## config.mk

```make
export PLATFORM = sky130hd
export DESIGN_NAME = mux4to1
export DESIGN_NICKNAME = d
export VERILOG_FILES = /design/src/rtl/mux4to1_pkg.sv /design/src/rtl/mux4to1_core.sv /design/src/rtl/mux4to1.sv
export SDC_FILE = /design/constraint.sdc
export NUM_CORES = 1
export LEC_CHECK = 0
export BUFFER_PORTS_ARGS = -buffer_cell sky130_fd_sc_hd__buf_2
export CORE_AREA = 2 2 39 41
export DETAILED_ROUTE_END_ITERATION = 6
export DIE_AREA = 0 0 41 43
export PLACE_DENSITY_LB_ADDON = 0.2
export SETUP_SLACK_MARGIN = 0.1
export SLEW_MARGIN = 20
export SYNTH_ARGS = -nofsm -noshare
export SYNTH_HDL_FRONTEND = slang
export SYNTH_HIERARCHICAL = 1
export SYNTH_SLANG_ARGS = --single-unit
```

## constraint.sdc

```tcl
create_clock -name clk -period 1.47 [get_ports clk]
set_input_delay 0.441 -clock clk [delete_from_list [all_inputs] [get_ports clk]]
set_output_delay 0.441 -clock clk [all_outputs]
set_load 0.01 [all_outputs]
```

## src/rtl/mux4to1_pkg.sv

```systemverilog
// mux4to1_pkg: select code constants shared by the mux core and its register wrapper.
package mux4to1_pkg;

    localparam logic [1:0] SEL_A = 2'b00;
    localparam logic [1:0] SEL_B = 2'b01;
    localparam logic [1:0] SEL_C = 2'b10;
    localparam logic [1:0] SEL_D = 2'b11;

endpackage

```

## src/rtl/mux4to1_core.sv

```systemverilog
// mux4to1_core: purely combinational 4:1 word mux; one select code drives every bit.
module mux4to1_core
    import mux4to1_pkg::*;
#(
    parameter int WIDTH = 1
) (
    input  logic [WIDTH-1:0] a,
    input  logic [WIDTH-1:0] b,
    input  logic [WIDTH-1:0] c,
    input  logic [WIDTH-1:0] d,
    input  logic [1:0]       sel,
    output logic [WIDTH-1:0] y
);

    always_comb begin
        y = (sel == SEL_A) ? a :
            (sel == SEL_B) ? b :
            (sel == SEL_C) ? c : d;
    end

endmodule

```

## src/rtl/mux4to1.sv

```systemverilog
// mux4to1: 4:1 mux with registered output, registered select and a select-change pulse.
module mux4to1
    import mux4to1_pkg::*;
#(
    parameter int WIDTH = 1
) (
    input  logic             clk,
    input  logic             rst,
    input  logic [WIDTH-1:0] a,
    input  logic [WIDTH-1:0] b,
    input  logic [WIDTH-1:0] c,
    input  logic [WIDTH-1:0] d,
    input  logic             s1,
    input  logic             s2,
    output logic [WIDTH-1:0] y,
    output logic [WIDTH-1:0] y_q,
    output logic [1:0]       sel_q,
    output logic             sel_chg
);

    logic [1:0] sel;

    assign sel = {s1, s2};

    mux4to1_core #(.WIDTH(WIDTH)) u_core (
        .a   (a),
        .b   (b),
        .c   (c),
        .d   (d),
        .sel (sel),
        .y   (y)
    );

    // sel_q resets to SEL_A, so a non-zero select on the first edge after reset flags a change
    always_ff @(posedge clk or posedge rst) begin
        if (rst) begin
            y_q     <= '0;
            sel_q   <= SEL_A;
            sel_chg <= 1'b0;
        end else begin
            y_q     <= y;
            sel_q   <= sel;
            sel_chg <= (sel != sel_q);
        end
    end

endmodule

```

==> results.cfg, run 1 <==
[grt]
antenna_found_initial = 0
grt_pass1_vias = 145
grt_remaining_overflow = 0
grt_first_pass_wirelength_um = 586
grt_max_degree = 5
grt_util_all_layers_pct = 5.36

[synth]
yosysMostFrequentCell = dfrtp_1
yosysTopAreaCell = dfrtp_1
synth_common_cells = dfrtp_1, xnor2_1, inv_1, mux4_2, nand2_1
synth_nets = 17
avgSynthCellArea_um2 = 16.4
synth_xor_area_share_pct = 11.9
synth_area_um2 = 148
synth-edff-count = 0
synth_fa_ha_area_share_pct = 0
synth_flop_cell = dfrtp_1
netlist.area_leader.share_pct = 67.8
synth_top_family_by_area = multiplexers
synth_area_leaders = dfrtp_1, mux4_2, xnor2_1
synth-seq-area-share_pct = 67.8
ys_ff_latch = 4
synth-simple-area-share_pct = 2.54
syn-instance-count = 9
yosys_warnings = 6
synth_compound_area_share_pct = 0
synth.distinct_cells = 5
synth.mux.area_fraction_pct = 15.3
async_reset_ff_share_pct = 100

[critical_path]
slowest_stage = mux4_2
crit_path_max_fanout = 2
rrSetupSlack_ns = 0.75
crit_buf_inv = 2
cp_slowest_stage_delay_ns = 0.52
reg2reg_to = sel_chg
worstPathRequired_ns = 1.03
end_kind = primary output
critical-path-top-delay-family = multiplexers
reg2reg_from = sel_q[0]
path_cells = buf_8 > mux4_2 > buf_6
setup.worst_path.class = in -> out
start_kind = input pin
crit_arrival_ns = 1.18
reg2reg_depth = 2

[sta]
rsz0062_at_grt = true
setup_ws_ns = -0.148
fin_crit_ns = 1.62
finalHoldViolCount = 0
finalCritPeriodShare_pct = 110
final-setup-viol-count = 1
worstMarginPinSlew_ns = 0.148
maxSlewHeadroom_pct = 90.2
finClkSkew_ns = 0.0000363
fmax_mhz = 618
drv_slew = 0

[clock_network]
cts_buffers = 3
htreeDepth = 1
cts_setup_buffers = 0
cts.sinks = 4
cts_tree = yes
root_buffer = clkbuf_4
insertion_delay_ns = 0.23
ctsLongestPathBuffers = 2
cts.reportedPaths.clkPinSlew_ns = 0.04

[drt]
dr.pass1.iters = 2
vias = 131
vias_per_cell = 3.12
wl_per_cell_um = 8.50
drc = 0
finalWirelength_um = 357
ant_nets = 0
drt_iter0_drc = 1

[layout]
final_cells = 42
final-seq-area_um2 = 100
multi_input_area_um2 = 43.8
utilization_pct = 20.3
fillCellCount = 156
final_nets = 36
layout-drive-gt1-share_pct = 69.2
diodes = 0
syn2layout_area_growth_pct = 90.7

[min_path]
hold_path.class = in -> async

[floorplan]
rows = 14
die_h_um = 43
start_util_pct = 10.7
io_pins = 13
die_x_um = 41
core-area_um2 = 1380
dieArea_um2 = 1760

[placement]
portBuffers = 12
routabilityCongestion = 0.620
placed_cells = 39

[power_and_ir_drop]
power_density_nw_per_um2 = 1090
p_leak_uw = 0.000139
vdd_ir_drop_max_mv = 0.402

[run_status]
violations = setup timing
status = finished with violations

[run]
maxCapViolCount = 0
-- kinds of logic (layout without fill, tap and decap cells) --
kind of cell,Yosys count,after routing
buffers and inverters,1,18
muxes,1,1
xor gates and xnor gates,2,2
DFF,4,4
and+or+nand+nor,1,1
-- metrics by stage --
stage | TNS, ns | instance area [um2] | power, uW | hold WS (ns) | setup WS [ns]
after floorplan | 0 | 148 | 143 | 0.207 | 0.0709
after global placement | -0.173 | 243 | 169 | 0.321 | -0.173
after detailed placement | -0.195 | 243 | 172 | 0.330 | -0.195
after CTS | -0.161 | 278 | 314 | 0.0845 | -0.161
after global routing | -0.172 | 282 | 327 | 0.0943 | -0.172
final | -0.148 | 282 | 306 | 0.0854 | -0.148
-- state kept, by name, summed over array words and instances (netlist names) --
name,count
sel_chg,1
y_q,1
sel_q,2
-- routing by layer --
metal / wire [um] / up-vias / track usage [%]
li1: - / 63 / -
met1: 160 / 55 / 5.26
met2: 137 / 13 / 6.56
met3: 60 / 0 / 6.81
met4: 0 / 0 / 2.00
met5: 0 / - / 0
-- worst reg2reg max path: stages (launching register included) --
cell and delay (ns):
dfrtp_1 0.38, xnor2_1 0.15, nand2_1 0.07
-- power breakdown --
part / switching (uW) / internal, uW / total, uW / leakage (uW)
logic: 21.1 / 31.7 / 52.8 / 0.0000795
clock network: 39.8 / 91.0 / 131 / 0.0000138
registers: 3.12 / 119 / 122 / 0.0000452
total: 64.1 / 242 / 306 / 0.000139
-- worst max-delay path by stage --
stage	from	to	slack, ns	cells after the start
after global placement	s2	y	-0.17	3
after CTS	s2	y	-0.16	3
final	s2	y	-0.15	3
after detailed placement	s2	y	-0.20	3
after floorplan	s2	y	0.07	1
after global routing	s2	y	-0.17	3
-- placed cells by master, fill, tap and decap left out --
master	synthesis	layout
nand2_1	1	1
buf_6	0	1
buf_2	0	10
dfrtp_1	4	4
inv_1	1	1
xnor2_1	2	2
mux4_2	1	1
clkbuf_4	0	3
buf_8	0	1
buf_4	0	2
-- final cells by class --
| cell class | count | area share (%) |
|---|---|---|
| Multi-Input combinational cell | 4 | 15.6 |
| Sequential cell | 4 | 35.6 |
| Clock buffer | 3 | 8.00 |
| Inverter | 1 | 1.33 |
| Tap cell | 16 | 7.11 |
| Timing Repair Buffer | 14 | 32.4 |
-- timing repair --
item,CTS,global route
hold buffers,0,0
gates resized for setup,2,1
endpoints found under the setup margin,1,1
hold endpoints to repair,0,0
Note: power is estimated with default switching activity, not from simulation.
==> run 2: changes to the inputs <==
clock period = 1.5 ns   (was 1.47 ns; I/O delays follow)
==> results.cfg, run 2 (synthesized netlist as in run 1, its figures left out) <==
[sta]
maxSlewHeadroom_pct = 90.1
fmax_mhz = 611
finalCritPeriodShare_pct = 109
drv_slew = 0
worstMarginPinSlew_ns = 0.149
fin_crit_ns = 1.64
setup_ws_ns = -0.136
final-setup-viol-count = 1
tns_ns = -0.136
rsz0062_at_grt = true
finalHoldViolCount = 0
finClkSkew_ns = 0.00261
fin_hold_ws_ns = 0.0849

[clock_network]
ctsLongestPathBuffers = 2
root_buffer = clkbuf_4
cts_buffers = 3
insertion_delay_ns = 0.24
cts_tree = yes
htreeDepth = 1
ctsHoldBuffers = 0
cts.reportedPaths.clkPinSlew_ns = 0.04
cts.sinks = 4

[floorplan]
io_pins = 13
rows = 14
core-area_um2 = 1380
die_h_um = 43
start_util_pct = 10.7
dieArea_um2 = 1760
die_x_um = 41

[critical_path]
reg2reg_to = sel_chg
crit_arrival_ns = 1.19
end_kind = primary output
cp-startpoint = s2
cp_slowest_stage_delay_ns = 0.52
crit_buf_inv = 2
reg2reg_from = sel_q[0]
critical_path.endpoint = y
worstPathRequired_ns = 1.05
critical-path-top-delay-family = multiplexers
start_kind = input pin
rrSetupSlack_ns = 0.78
slowest_stage = mux4_2
crit_path_frequent_cell = buf_6
reg2reg_depth = 2
crit_path_max_fanout = 2
setup.worst_path.class = in -> out
cp.depth = 3
path_cells = buf_6 > mux4_2 > buf_6

[layout]
final_common_cell = buf_2
syn2layout_area_growth_pct = 88.1
final_nets = 36
utilization_pct = 20.1
diodes = 0
largest_reg_flops = 2
layout-drive-gt1-share_pct = 69.2
fillCellCount = 152
layout_common_cells = buf_2, dfrtp_1, clkbuf_4
regMostFlops = sel_q
reg_top3 = sel_q x2, sel_chg x1, y_q x1

[power_and_ir_drop]
internal_power_uw = 236
power_density_nw_per_um2 = 1100
p_leak_uw = 0.000137
p_comb_share_pct = 16.9
clockPowerShare_pct = 44.1
power_uw = 306
swShare_pct = 22.8
p_seq_share_pct = 39.0
vdd_ir_drop_max_mv = 0.358
power.switching_uw = 69.7

[min_path]
hold_path.class = in -> async

[placement]
portBuffers = 12
pre_cts_ws_ns = -0.166
routabilityCongestion = 0.576

[drt]
drt_iter0_drc = 1
vias_per_cell = 3.21
dr.pass1.iters = 2
finalWirelength_um = 373
drc = 0
wl_per_cell_um = 8.88
vias = 135
ant_nets = 0

[grt]
grt_first_pass_wirelength_um = 538
grt_remaining_overflow = 0
grt_max_degree = 5
grt_util_all_layers_pct = 5.34
grt_pass1_vias = 135
antenna_found_initial = 0

[run_status]
status = finished with violations
violations = setup timing

[run]
maxCapViolCount = 0
[run 2: cell types whose count changed in the layout (fill, tap and decap cells not counted)]
cell,previous run,this run
buf_6,1,2
buf_8,1,0
[run 2: per-layer routing]
metal,routed length [um],global-route usage [%]
met1,163,6.19
met2,119,4.69
met3,90,8.38
met4,0,2.00
met5,0,0
[run 2: final cells by class]
type                    count  area [um2]  area share (%)
clock buffers               3        22.5            8.11
inverters                   1        3.75            1.35
multi-input cells           4        43.8            15.8
flip-flops and latches      4         100            36.0
well taps                  16        20.0            7.21
repair buffers             14        87.6            31.5
[run 2: repair_timing]
action	in CTS	in global routing
setup endpoints to repair	1	1
buffers inserted	0	0
gates resized for setup	2	0
[run 2: metrics by stage]
stage	std cells	instance area, um2
6_report	42	278
5_1_grt	42	278
4_1_cts	42	278
3_5_place_dp	39	243
3_3_place_gp	39	243
2_1_floorplan	9	148
[run 2: power groups by stage]
stage | sequential [uW] | clock (uW) | combinational (uW)
2_1_floorplan | 126 | 0 | 14.4
3_3_place_gp | 121 | 0 | 45.5
3_5_place_dp | 121 | 0 | 47.2
4_1_cts | 119 | 142 | 52.7
5_1_grt | 120 | 147 | 56.6
6_report | 119 | 135 | 51.7
[run 2: worst min-delay path by stage]
| stage | start | endpoint | slack, ns | cells after the start |
|---|---|---|---|---|
| floorplan | rst | sel_chg | 0.22 | 1 |
| global placement | rst | sel_chg | 0.33 | 2 |
| detailed placement | rst | sel_q[1] | 0.34 | 2 |
| CTS | rst | sel_q[1] | 0.09 | 2 |
| global route | rst | sel_q[1] | 0.10 | 2 |
| finish | rst | sel_q[1] | 0.08 | 2 |
==> run 3: changes to the inputs <==
RECOVER_POWER = 100   (was unset)
==> results.cfg, run 3 (synthesized netlist as in run 1, its figures left out) <==
[run_status]
status = finished with violations
violations = setup timing

[sta]
finalCritPeriodShare_pct = 109
fmax_mhz = 613
finClkSkew_ns = 0.00291
maxSlewHeadroom_pct = 90.0
setup_ws_ns = -0.132
finalHoldViolCount = 0
fin_hold_ws_ns = 0.0862
drv_slew = 0
fin_crit_ns = 1.63
rsz0062_at_grt = true
worstMarginPinSlew_ns = 0.150
final-setup-viol-count = 1

[clock_network]
insertion_delay_ns = 0.24
root_buffer = clkbuf_4
cts.reportedPaths.clkPinSlew_ns = 0.04
cts_buffers = 3
ctsLongestPathBuffers = 2
cts_tree = yes
cts.sinks = 4
htreeDepth = 1
ctsHoldBuffers = 0

[drt]
drt_iter0_drc = 1
vias = 138
drc = 0
wl_per_cell_um = 8.88
wl_met2_um = 123
ant_nets = 0
dr.pass1.iters = 2
vias_per_cell = 3.29
wl_met3_um = 84
topRoutingLayerUsed = met3
drt-met1-wl_um = 165
finalWirelength_um = 373

[layout]
largest_reg_flops = 2
final_nets = 36
final-seq-area_um2 = 100
diodes = 0
syn2layout_area_growth_pct = 83.9
utilization_pct = 19.6
layout-drive-gt1-share_pct = 50.0
regMostFlops = sel_q
multi_input_area_um2 = 43.8
reg_top3 = sel_q x2, sel_chg x1, y_q x1
fillCellCount = 154
layout_common_cells = buf_2, clkbuf_1, clkbuf_4, dfrtp_1

[run]
maxCapViolCount = 0

[critical_path]
crit_path_max_fanout = 2
worstPathRequired_ns = 1.05
slowest_stage = mux4_2
end_kind = primary output
start_kind = input pin
crit_path_frequent_cell = buf_6
path_cells = buf_6 > mux4_2 > buf_6
crit_arrival_ns = 1.18
setup.worst_path.class = in -> out
cp_slowest_stage_delay_ns = 0.51

[grt]
grt_max_degree = 5
grt_pass1_vias = 135
antenna_found_initial = 0
grt_util_all_layers_pct = 5.34
grt_remaining_overflow = 0
grt_first_pass_wirelength_um = 538

[min_path]
hold_path.class = in -> async

[floorplan]
start_util_pct = 10.7
io_pins = 13
die_h_um = 43
core-area_um2 = 1380
dieArea_um2 = 1760
rows = 14
die_x_um = 41

[placement]
portBuffers = 12
routabilityCongestion = 0.576

[power_and_ir_drop]
vdd_ir_drop_max_mv = 0.352
power_density_nw_per_um2 = 1110
p_leak_uw = 0.000124
-- run 3: cell count changes in the layout (fill, tap and decap cells not counted), sizes merged --
cell	previous run	this run
buf	14	8
clkbuf	3	9
-- run 3: path summary, 6_finish.rpt --
path,start,end,slack [ns],cells after the start
min,rst,sel_q[1],0.09,2
max in group asynchronous,rst,y_q,1.26,2
min in group clk,s2,sel_q[0],0.42,2
max,s2,y,-0.13,3
max reg2reg,sel_q[0],sel_chg,0.78,2
min reg2reg,sel_q[1],sel_chg,0.51,2
-- run 3: repair_timing --
item	CTS	global route
buffers inserted	0	0
pin swaps	0	0
resized for setup	2	0
endpoints found under the setup margin	1	1
-- run 3: cell type report --
cell class | instances | area share (%)
inverter | 1 | 1.38
multi-input combinational | 4 | 16.1
sequential | 4 | 36.9
tap | 16 | 7.37
timing repair buffer | 14 | 30.0
clock buffer | 3 | 8.29
-- run 3: power breakdown --
part | total [uW] | internal [uW] | switching [uW]
Combinational | 48.9 | 27.3 | 21.6
Sequential | 120 | 117 | 2.94
Clock | 134 | 89.5 | 44.2
Total | 302 | 233 | 68.7
-- run 3: through the flow --
stage	instance area [um2]	total power (uW)	setup TNS, ns	setup WS [ns]	instances
after floorplan	148	140	0	0.0829	9
after detailed placement	243	168	-0.166	-0.166	39
after global routing	272	321	-0.150	-0.150	42
final	272	302	-0.132	-0.132	42
after global placement	243	166	-0.149	-0.149	39
after CTS	278	314	-0.130	-0.130	42
-- run 3: per-layer routing --
layer | vias up | GRT usage [%]
met5 | - | 0
met3 | 0 | 8.38
met1 | 57 | 6.19
li1 | 64 | -
met4 | 0 | 2.00
met2 | 17 | 4.69
-- run 3: critical path, delay by kind of cell --
kind | cells | cell delay [ns]
buf+inv | 2 | 0.21
mux | 1 | 0.51
